## src/rtl/regfile_pkg.sv

```systemverilog
// Shared constants and state type for the register-file write arbiter.
package regfile_pkg;

    localparam int unsigned REG_COUNT  = 32;
    localparam int unsigned REG_ADDR_W = 5;

    typedef enum logic {
        S_CLEAR,
        S_RUN
    } arb_state_t;

endpackage

```

## src/rtl/rr_priority_select.sv

```systemverilog
// Combinational round-robin selector: the first set request strictly after ptr_i wins,
// wrapping modulo N_REQ.
module rr_priority_select #(
    parameter int unsigned N_REQ = 4,
    parameter int unsigned IDX_W = (N_REQ > 1) ? $clog2(N_REQ) : 1
) (
    input  logic [N_REQ-1:0] req_i,
    input  logic [IDX_W-1:0] ptr_i,
    output logic [N_REQ-1:0] gnt_o,
    output logic [IDX_W-1:0] idx_o,
    output logic             valid_o
);

    always_comb begin
        gnt_o   = '0;
        idx_o   = '0;
        valid_o = 1'b0;
        for (int unsigned off = 1; off <= N_REQ; off++) begin
            int unsigned cand;
            cand = (32'(ptr_i) + off) % N_REQ;
            if (!valid_o && req_i[cand]) begin
                valid_o     = 1'b1;
                idx_o       = IDX_W'(cand);
                gnt_o[cand] = 1'b1;
            end
        end
    end

endmodule

```

## src/rtl/regfile_write_arbiter.sv

```systemverilog
// Round-robin owner of the register-file write port, with a 32-entry clear sequencer.
// Optional REGFILE_ARB_ZERO_REG_EN: granted writes to register 0 are suppressed.
module regfile_write_arbiter
    import regfile_pkg::*;
#(
    parameter int unsigned N_REQ          = 4,
    parameter int unsigned DATA_W         = 32,
    parameter int unsigned CLEAR_ON_RESET = 1
) (
    input  logic                         clk_i,
    input  logic                         rst_i,
    input  logic [N_REQ-1:0]             req_i,
    input  logic [N_REQ*REG_ADDR_W-1:0]  req_addr_i,
    input  logic [N_REQ*DATA_W-1:0]      req_data_i,
    input  logic                         clr_i,
    output logic [N_REQ-1:0]             gnt_o,
    output logic                         busy_o,
    output logic                         rf_wr_ena_o,
    output logic [REG_ADDR_W-1:0]        rf_wr_addr_o,
    output logic [DATA_W-1:0]            rf_wr_data_o
);

    localparam int unsigned IDX_W = (N_REQ > 1) ? $clog2(N_REQ) : 1;
    localparam arb_state_t  RESET_STATE = (CLEAR_ON_RESET != 0) ? S_CLEAR : S_RUN;

    arb_state_t              state_q, state_d;
    logic [REG_ADDR_W-1:0]   cnt_q, cnt_d;
    logic [IDX_W-1:0]        ptr_q, ptr_d;
    logic                    wr_ena_q, wr_ena_d;
    logic [REG_ADDR_W-1:0]   wr_addr_q, wr_addr_d;
    logic [DATA_W-1:0]       wr_data_q, wr_data_d;

    logic [N_REQ-1:0]        sel_gnt;
    logic [IDX_W-1:0]        sel_idx;
    logic                    sel_valid;
    logic [REG_ADDR_W-1:0]   sel_addr;
    logic [DATA_W-1:0]       sel_data;

    rr_priority_select #(
        .N_REQ (N_REQ),
        .IDX_W (IDX_W)
    ) u_select (
        .req_i   (req_i),
        .ptr_i   (ptr_q),
        .gnt_o   (sel_gnt),
        .idx_o   (sel_idx),
        .valid_o (sel_valid)
    );

    assign sel_addr = req_addr_i[sel_idx*REG_ADDR_W +: REG_ADDR_W];
    assign sel_data = req_data_i[sel_idx*DATA_W +: DATA_W];

    always_comb begin
        state_d   = state_q;
        cnt_d     = cnt_q;
        ptr_d     = ptr_q;
        wr_ena_d  = 1'b0;
        wr_addr_d = wr_addr_q;
        wr_data_d = wr_data_q;
        gnt_o     = '0;

        unique case (state_q)
            S_CLEAR: begin
                wr_ena_d  = 1'b1;
                wr_addr_d = cnt_q;
                wr_data_d = '0;
                if (cnt_q == REG_ADDR_W'(REG_COUNT - 1)) begin
                    cnt_d   = '0;
                    state_d = S_RUN;
                end else begin
                    cnt_d = cnt_q + 1'b1;
                end
            end
            S_RUN: begin
                if (clr_i) begin
                    state_d = S_CLEAR;
                    cnt_d   = '0;
                end else if (sel_valid) begin
                    gnt_o     = sel_gnt;
                    ptr_d     = sel_idx;
                    wr_addr_d = sel_addr;
                    wr_data_d = sel_data;
`ifdef REGFILE_ARB_ZERO_REG_EN
                    // Register 0 is hard-wired zero; the grant still retires the request.
                    wr_ena_d  = (sel_addr != '0);
`else
                    wr_ena_d  = 1'b1;
`endif
                end
            end
            default: state_d = RESET_STATE;
        endcase
    end

    always_ff @(posedge clk_i or posedge rst_i) begin
        if (rst_i) begin
            state_q   <= RESET_STATE;
            cnt_q     <= '0;
            ptr_q     <= IDX_W'(N_REQ - 1);
            wr_ena_q  <= 1'b0;
            wr_addr_q <= '0;
            wr_data_q <= '0;
        end else begin
            state_q   <= state_d;
            cnt_q     <= cnt_d;
            ptr_q     <= ptr_d;
            wr_ena_q  <= wr_ena_d;
            wr_addr_q <= wr_addr_d;
            wr_data_q <= wr_data_d;
        end
    end

    assign busy_o       = (state_q == S_CLEAR);
    assign rf_wr_ena_o  = wr_ena_q;
    assign rf_wr_addr_o = wr_addr_q;
    assign rf_wr_data_o = wr_data_q;

endmodule

```

## config.mk

```make
export PLATFORM = sky130hd
export DESIGN_NAME = regfile_write_arbiter
export DESIGN_NICKNAME = d
export VERILOG_FILES = /design/src/rtl/regfile_pkg.sv /design/src/rtl/rr_priority_select.sv /design/src/rtl/regfile_write_arbiter.sv
export SDC_FILE = /design/constraint.sdc
export NUM_CORES = 1
export LEC_CHECK = 0
export BUFFER_PORTS_ARGS = -buffer_cell sky130_fd_sc_hd__buf_2
export CAP_MARGIN = 25
export CORE_MARGIN = 5
export CORE_UTILIZATION = 35
export CTS_CLUSTER_SIZE = 14
export DETAILED_ROUTE_END_ITERATION = 6
export PLACE_DENSITY = 0.59
export SLEW_MARGIN = 20
export SYNTH_ARGS = -nofsm -noshare
export SYNTH_HDL_FRONTEND = slang
export SYNTH_SLANG_ARGS = --single-unit
```

## constraint.sdc

```tcl
create_clock -name clk_i -period 9.5 [get_ports clk_i]
set_input_delay 0.475 -clock clk_i [delete_from_list [all_inputs] [get_ports clk_i]]
set_output_delay 0.475 -clock clk_i [all_outputs]
set_load 0.05 [all_outputs]
```

==> metrics.md, run 1 <==
| Metric | Value |
|---|---|
| Status | `completed` |
| Syn Inst Count | `690` |
| Post-synth top flop | `dfrtp_1` |
| Synth top area cells | `dfrtp_1 21%, nor3_1 8.4%, a211oi_1 6.2%` |
| Synth warnings | `0` |
| CP Depth | `9` |
| Post-Syn Area | `5310 um2` |
| Register bit count reported by yosys | `46` |
| Distinct cells, synth | `54` |
| Setup crit start kind | `flop` |
| Final Setup Violations | `0` |
| Port bufs | `approximately 200` |
| P per Cell Area | `404 nW/um2` |
| Setup TNS | `0 ps` |
| TritonCTS clock tree | `yes` |
| Top cell type's share of synthesized area | `between 20 and 25%` |
| Die Height | `133 um` |
| Max-cap violations | `0` |
| Slowest stage cell, crit path | `dfstp_4` |
| RSZ-0062 raised after global routing | `false` |
| Row count | `45` |
| CP Capture Point | `rf_wr_addr_o[0]` |
| Core Util, Final | `a little over two fifths` |
| Final Routed Wirelength | `20,700 um` |
| Hold Vio Cnt, Final | `0` |
| CP top delay family | `multiplexers` |
| Period utilization | `49.1%` |
| # DRC | `0` |
| Sinks on the clock net | `46` |
| HPWL after DPL | `between 10,000 and 15,000 um` |
| 1st-pass router iterations | `6` |
| CP Buf/Inv Count | `2` |
| Post-CTS Setup Repair Bufs | `0` |
| Final Critical Period | `4670 ps` |
| Vias in the first global route | `~5.9k` |
| Syn_area_per_cell | `7.70 um2` |
| Worst skew pair latency | `290 ps` |
| Wire per inst | `20.6 um` |
| Area delta synth->final | `20.6%` |
| Setup CP Type | `flop to flop` |
| Crit path capture type | `flop` |
| GP Congestion | `0.929` |
| Worst-path clk slew | `70 ps` |
| Core Box Area | `15,000 um2` |
| Nets | `983` |
| Routed vias/inst | `about 6.3` |
| Clock root buffer | `clkbuf_16` |
| Post-CTS sizing | `0` |
| Die Width | `133 um` |
| Post-Syn Nets | `855` |
| Number of antenna violations at the first check in global routing | `0` |
| Fill count | `1,557` |
| Pin count of the biggest net entering global routing | `111` |
| Critical Path AT | `between 4000 and 5000 ps` |
| Maximum clock frequency | `0.214 GHz` |
| DRT iter0 DRCs | `between 500 and 600` |
| Final global-route overflow total | `0` |
| CP Data Required Time | `9680 ps` |
| Worst R2R End | `rf_wr_addr_o[0]` |
| Clock buffer depth | `2` |
| Worst slew margin relative to its limit | `28.7%` |
| Worst R2R Path Depth | `9` |
| FF-to-FF Start | `ptr_q[0]` |
| Layout cells sized above 1 | `31.1%` |
| Crit-path max cell delay | `910 ps` |
| Cts hold-fix bufs | `0` |
| Leak pwr | `2.86 nW` |
| Worst hold path class | `input port to asynchronous set/reset pin` |
| CP Cell Sequence | `clkinv_2, ha_1, mux2_2, mux2i_4, buf_4, nand3_1, a21oi_1, o21ai_0, a31o_2` |
| I/O Pins | `a little under 200` |
| Peak supply drop | `about 0.20 mV` |
| Synth async-reset ratio | `100%` |
| First-pass GRT wire length | `32,200 um` |
| Total Die Area | `between 15,000 and 20,000 um2` |
| Number of synthesized flops with an enable pin | `0` |
| Biggest area consumer among synthesized cells | `dfrtp_1` |
| H-tree depth | `2` |
| Worst R2R Setup Slack | `between 4000 and 5000 ps` |
| CP Launch Point | `ptr_q[0]` |
| Num CTS Buffers | `5` |
| Post-route ant nets | `0` |
| Slew Limit Fails | `0` |
| DR vias | `6,299` |
| Worst Tran Pin Value | `around 1100 ps` |
| Worst-path fanout max | `57` |
| Clk_skew | `between 5 and 6 ps` |
| Initial Util | `about a third` |
| Sequential-to-total area share from yosys stat | `21.7%` |
| GRT Total Usage | `22.0%` |
-- worst min path at each step --
stage	depth (start not counted)	endpoint	slack, ps
after CTS	2	rf_wr_data_o[12]	190
after detailed placement	1	rf_wr_data_o[25]	480
after global routing	2	rf_wr_data_o[17]	230
final	2	rf_wr_data_o[12]	190
after global placement	1	rf_wr_data_o[12]	480
after floorplan	1	cnt_q[3]	470
-- cell usage in the layout (no fill, tap or decap), drive strengths merged, types with 3 or more instances in the layout --
cell type and n:
clkbuf 6, nand2b 24, inv 5, o21a 13, dfrtp 44, mux4 4, a211o 22, a21oi 22
a22o 21, mux2i 28, o22ai 44, nor3 90, nand2 32, mux2 3, a221o 7, a32o 12
a211oi 44, o32ai 35, ha 10, o21ai 42, and2 4, buf 210, or2 14, nor2 52
-- registers in the layout, summed over array words and instances (netlist names) --
register,flops
rf_wr_data_o,32
cnt_q,5
rf_wr_addr_o,5
ptr_q,2
rf_wr_ena_o,1
state_q,1
-- worst register-to-register path, delay by kind of cell, from the launching register on --
family                     cells  cell delay, ps
adders and majority gates      1             470
and+or+nand+nor                1             610
AOI/OAI and AO/OA              3             770
DFF                            1             910
muxes                          2            1060
buffers and inverters          2             740
-- layout make-up --
class,instances,area (um2),area share (%)
antenna,1,2.50,0.0391
clock buffer,6,129,2.01
clock inverter,1,7.51,0.117
inverter,6,23.8,0.371
multi-input combinational,549,3730,58.3
sequential,46,1160,18.1
tap,188,235,3.67
timing repair buffer,210,1120,17.4
-- layer usage --
layer	track usage [%]	part of all wire (%)	vias up
met5	0	0	-
met4	7.77	3.2	0
met3	4.53	7.1	47
met2	34.2	45	285
met1	30.4	44	3026
li1	-	-	2941
-- per-stage QoR --
step                area [um2]  hold WS [ps]  power (W)  setup WS (ps)  std cells
global placement          6200           484    0.00237           4400        995
finish                    6400           186    0.00259           4830       1007
floorplan                 5310           465    0.00197           4760        690
CTS                       6380           195    0.00257           4400       1005
global route              6400           225    0.00278           4560       1006
detailed placement        6250           484    0.00239           4420        998
-- power by group --
| part | internal [W] | total [W] | switching [W] | leakage [nW] |
|---|---|---|---|---|
| Clock | 0.0000964 | 0.000175 | 0.0000790 | 0.0629 |
| Sequential | 0.000256 | 0.000336 | 0.0000795 | 0.613 |
| Combinational | 0.000731 | 0.00208 | 0.00134 | 2.18 |
-- cells in the mapped netlist, drive strengths merged (5+ instances only) --
cell type and number:
nor2 52, nor3 90, a211oi 44, a32o 12
clkbuf 49, a211o 22, dfrtp 44, or2 14
o21ai 42, a22o 21, a221o 7, inv 5
a21oi 22, mux2i 28, o21a 13, nand2 32
nand2b 24, o32ai 35, buf 40, o22ai 44
ha 10
-- cells by family after synthesis --
group | after synthesis | synth area share (%)
AO/OA/AOI/OAI | 280 | 39.2
AND/OR/NAND/NOR | 224 | 20.5
buffers and inverters | 95 | 8.67
flip-flops | 46 | 21.7
multiplexers | 35 | 7.61
adder cells (fa/ha/maj) | 10 | 2.36
(Power assumes the default switching activity.)
==> run 2: changes to the inputs <==
- PLACE_DENSITY: 0.59 -> 0.61
- clock period: 9.5 -> 3.95 ns (I/O delays scaled with it)
==> run 2 against run 1 <==
  * Routed wire length down 0.32%
  * First-iteration DRC count shrank 13%
  * Critical path type is now flop to output port
  * Critical path depth down 2
  * Die area stayed put
  * Design area rose by 3.6%
==> metrics.md, run 2 (same netlist as run 1, synthesis figures left out) <==
| Metric | Value |
|---|---|
| Worst-path fanout max | `54 (-5.3%)` |
| Routed vias/inst | `6.09 (-2.6%)` |
| Worst skew pair latency | `290 ps (about the same)` |
| Post-route ant nets | `0 (unchanged)` |
| Most common cell after layout, fill and taps aside | `buf_2` |
| Slowest stage cell, crit path | `dfstp_4` |
| DR vias | `6,267 (-0.51%)` |
| Num CTS Buffers | `5 (unchanged)` |
| Peak supply drop | `0.365 mV (+78%)` |
| Setup CP Type | `flop to output port` |
| # DRC | `0 (unchanged)` |
| Sw frac | `56.6% (-1.5 points)` |
| DRT iter0 DRCs | `483 (-13%)` |
| Row count | `45 (unchanged)` |
| Clk_skew | `6.52 ps (+1.21 ps)` |
| Hold Vio Cnt, Final | `0 (unchanged)` |
| Comb pwr share | `82.4% (+2.2 points)` |
| Nets | `1,004 (+2.1%)` |
| Worst hold path class | `input port to asynchronous set/reset pin` |
| Vias in the first global route | `5,844 (-0.83%)` |
| I/O Pins | `198 (unchanged)` |
| Sequential share of power | `10.8% (-2.2 points)` |
| Status | `completed` |
| Worst-path clk slew | `70 ps (about the same)` |
| Layout cells sized above 1 | `33.3% (+2.3 points)` |
| Clock power share | `6.8% (about the same)` |
| Port bufs | `197 (unchanged)` |
| Internal Pwr Total | `0.00286 W (+160%)` |
| Leak pwr | `2.98 nW (+4.4%)` |
| Critical Path AT | `3470 ps (-1380 ps)` |
| CP top delay family | `simple AND/OR/NAND/NOR gates` |
| Largest register FFs | `32 (unchanged)` |
| Total Die Area | `17,700 um2 (unchanged)` |
| Die Width | `133 um (unchanged)` |
| Area delta synth->final | `25.0%` |
| Net Sw Power | `0.00374 W (+150%)` |
| Maximum clock frequency | `0.273 GHz` |
| First-pass GRT wire length | `31,900 um (-0.77%)` |
| GP Congestion | `0.884 (-4.9%)` |
| Post-CTS Setup Repair Bufs | `0 (unchanged)` |
| Core Util, Final | `44.2% (+1.5 points)` |
| Clock root buffer | `clkbuf_16` |
| Initial Util | `35.3% (unchanged)` |
| CP Data Required Time | `3750 ps (-5930 ps)` |
| Final Critical Period | `3660 ps` |
| Max-cap violations | `0 (unchanged)` |
| RSZ-0062 raised after global routing | `false` |
| Wire per inst | `20.1 um (-2.4%)` |
| Worst slew margin relative to its limit | `44.4% (+16 points)` |
| Pin count of the biggest net entering global routing | `100 (-9.9%)` |
| 1st-pass router iterations | `5 (-1)` |
| Slew Limit Fails | `0 (unchanged)` |
| Sinks on the clock net | `46 (unchanged)` |
| Final Setup Violations | `0 (unchanged)` |
| CP Buf/Inv Count | `3 (+1)` |
| Die Height | `133 um (unchanged)` |
| Fill count | `1,542 (-0.96%)` |
| Most frequent cells in the layout | `197 x buf_2, 88 x nor3_1, 50 x nor2_1` |
| Core Box Area | `15,000 um2 (unchanged)` |
| Clock buffer depth | `2 (unchanged)` |
| Final global-route overflow total | `0 (unchanged)` |
| Crit-path max cell delay | `630 ps (-280 ps)` |
| HPWL after DPL | `14,900 um (+2.2%)` |
| Number of antenna violations at the first check in global routing | `0 (unchanged)` |
| H-tree depth | `2 (unchanged)` |
| Post-CTS sizing | `0 (unchanged)` |
| Cts hold-fix bufs | `0 (unchanged)` |
| P per Cell Area | `994 nW/um2 (+150%)` |
| Worst Tran Pin Value | `833 ps (-237 ps)` |
| CP Cell Sequence | `buf_4, mux4_2, buf_4, nor4_1, nand2b_1, a21oi_4, buf_2` |
| Setup crit start kind | `flop` |
| Final Routed Wirelength | `20,600 um (-0.32%)` |
| Worst R2R Setup Slack | `490 ps (-4340 ps)` |
| Setup TNS | `0 ps (unchanged)` |
| TritonCTS clock tree | `yes` |
| CP most frequent cell | `buf_4` |
| Period utilization | `92.8%` |
| Crit path capture type | `output port` |
| GRT Total Usage | `21.9% (-0.092 points)` |
run 2: power groups by stage:
| stage | logic, W | registers, W | clock network, W |
|---|---|---|---|
| after floorplan | 0.00376 | 0.00102 | 0 |
| after global placement | 0.00533 | 0.000722 | 0 |
| after detailed placement | 0.00538 | 0.000721 | 0 |
| after CTS | 0.00539 | 0.000712 | 0.000451 |
| after global routing | 0.00587 | 0.000728 | 0.000471 |
| final | 0.00544 | 0.000713 | 0.000448 |
run 2: layer usage:
metal / up-vias / wire (um) / part of all wire (%) / GRT usage [%]
li1: 2981 / - / - / -
met1: 2960 / 8690 / 42 / 29.4
met2: 294 / 9630 / 47 / 35.6
met3: 32 / 1640 / 8.0 / 4.19
met4: 0 / 671 / 3.3 / 7.09
met5: - / 0 / 0 / 0
run 2: path summary, 6_finish.rpt:
check,startpoint,to,depth (start not counted)
min in group clk_i,clr_i,cnt_q[4],2
min reg2reg,rf_wr_data_o[25],rf_wr_data_o[25],1
max reg2reg,ptr_q[0],rf_wr_data_o[22],8
max,ptr_q[0],gnt_o[2],7
min,rst_i,rf_wr_data_o[15],2
max in group asynchronous,rst_i,rf_wr_data_o[7],2
run 2: final cells by class:
type | instances | area, um2 | area share [%]
Clock inverter | 2 | 16.3 | 0.245
Multi-Input combinational cell | 549 | 3770 | 56.8
Antenna cell | 1 | 2.50 | 0.0377
Clock buffer | 6 | 139 | 2.09
Tap cell | 188 | 235 | 3.54
Timing Repair Buffer | 231 | 1290 | 19.5
Inverter | 6 | 23.8 | 0.358
Sequential cell | 46 | 1160 | 17.4
run 2: through the flow:
stage	instance area (um2)	hold WS [ps]	cells	power, W	setup slack (ps)
6_report	6640	43.8	1029	0.00660	285
5_1_grt	6640	129	1028	0.00707	92.2
4_1_cts	6610	189	1027	0.00656	242
3_5_place_dp	6450	477	1019	0.00610	544
3_3_place_gp	6430	468	1017	0.00605	493
2_1_floorplan	5360	288	690	0.00478	12.4
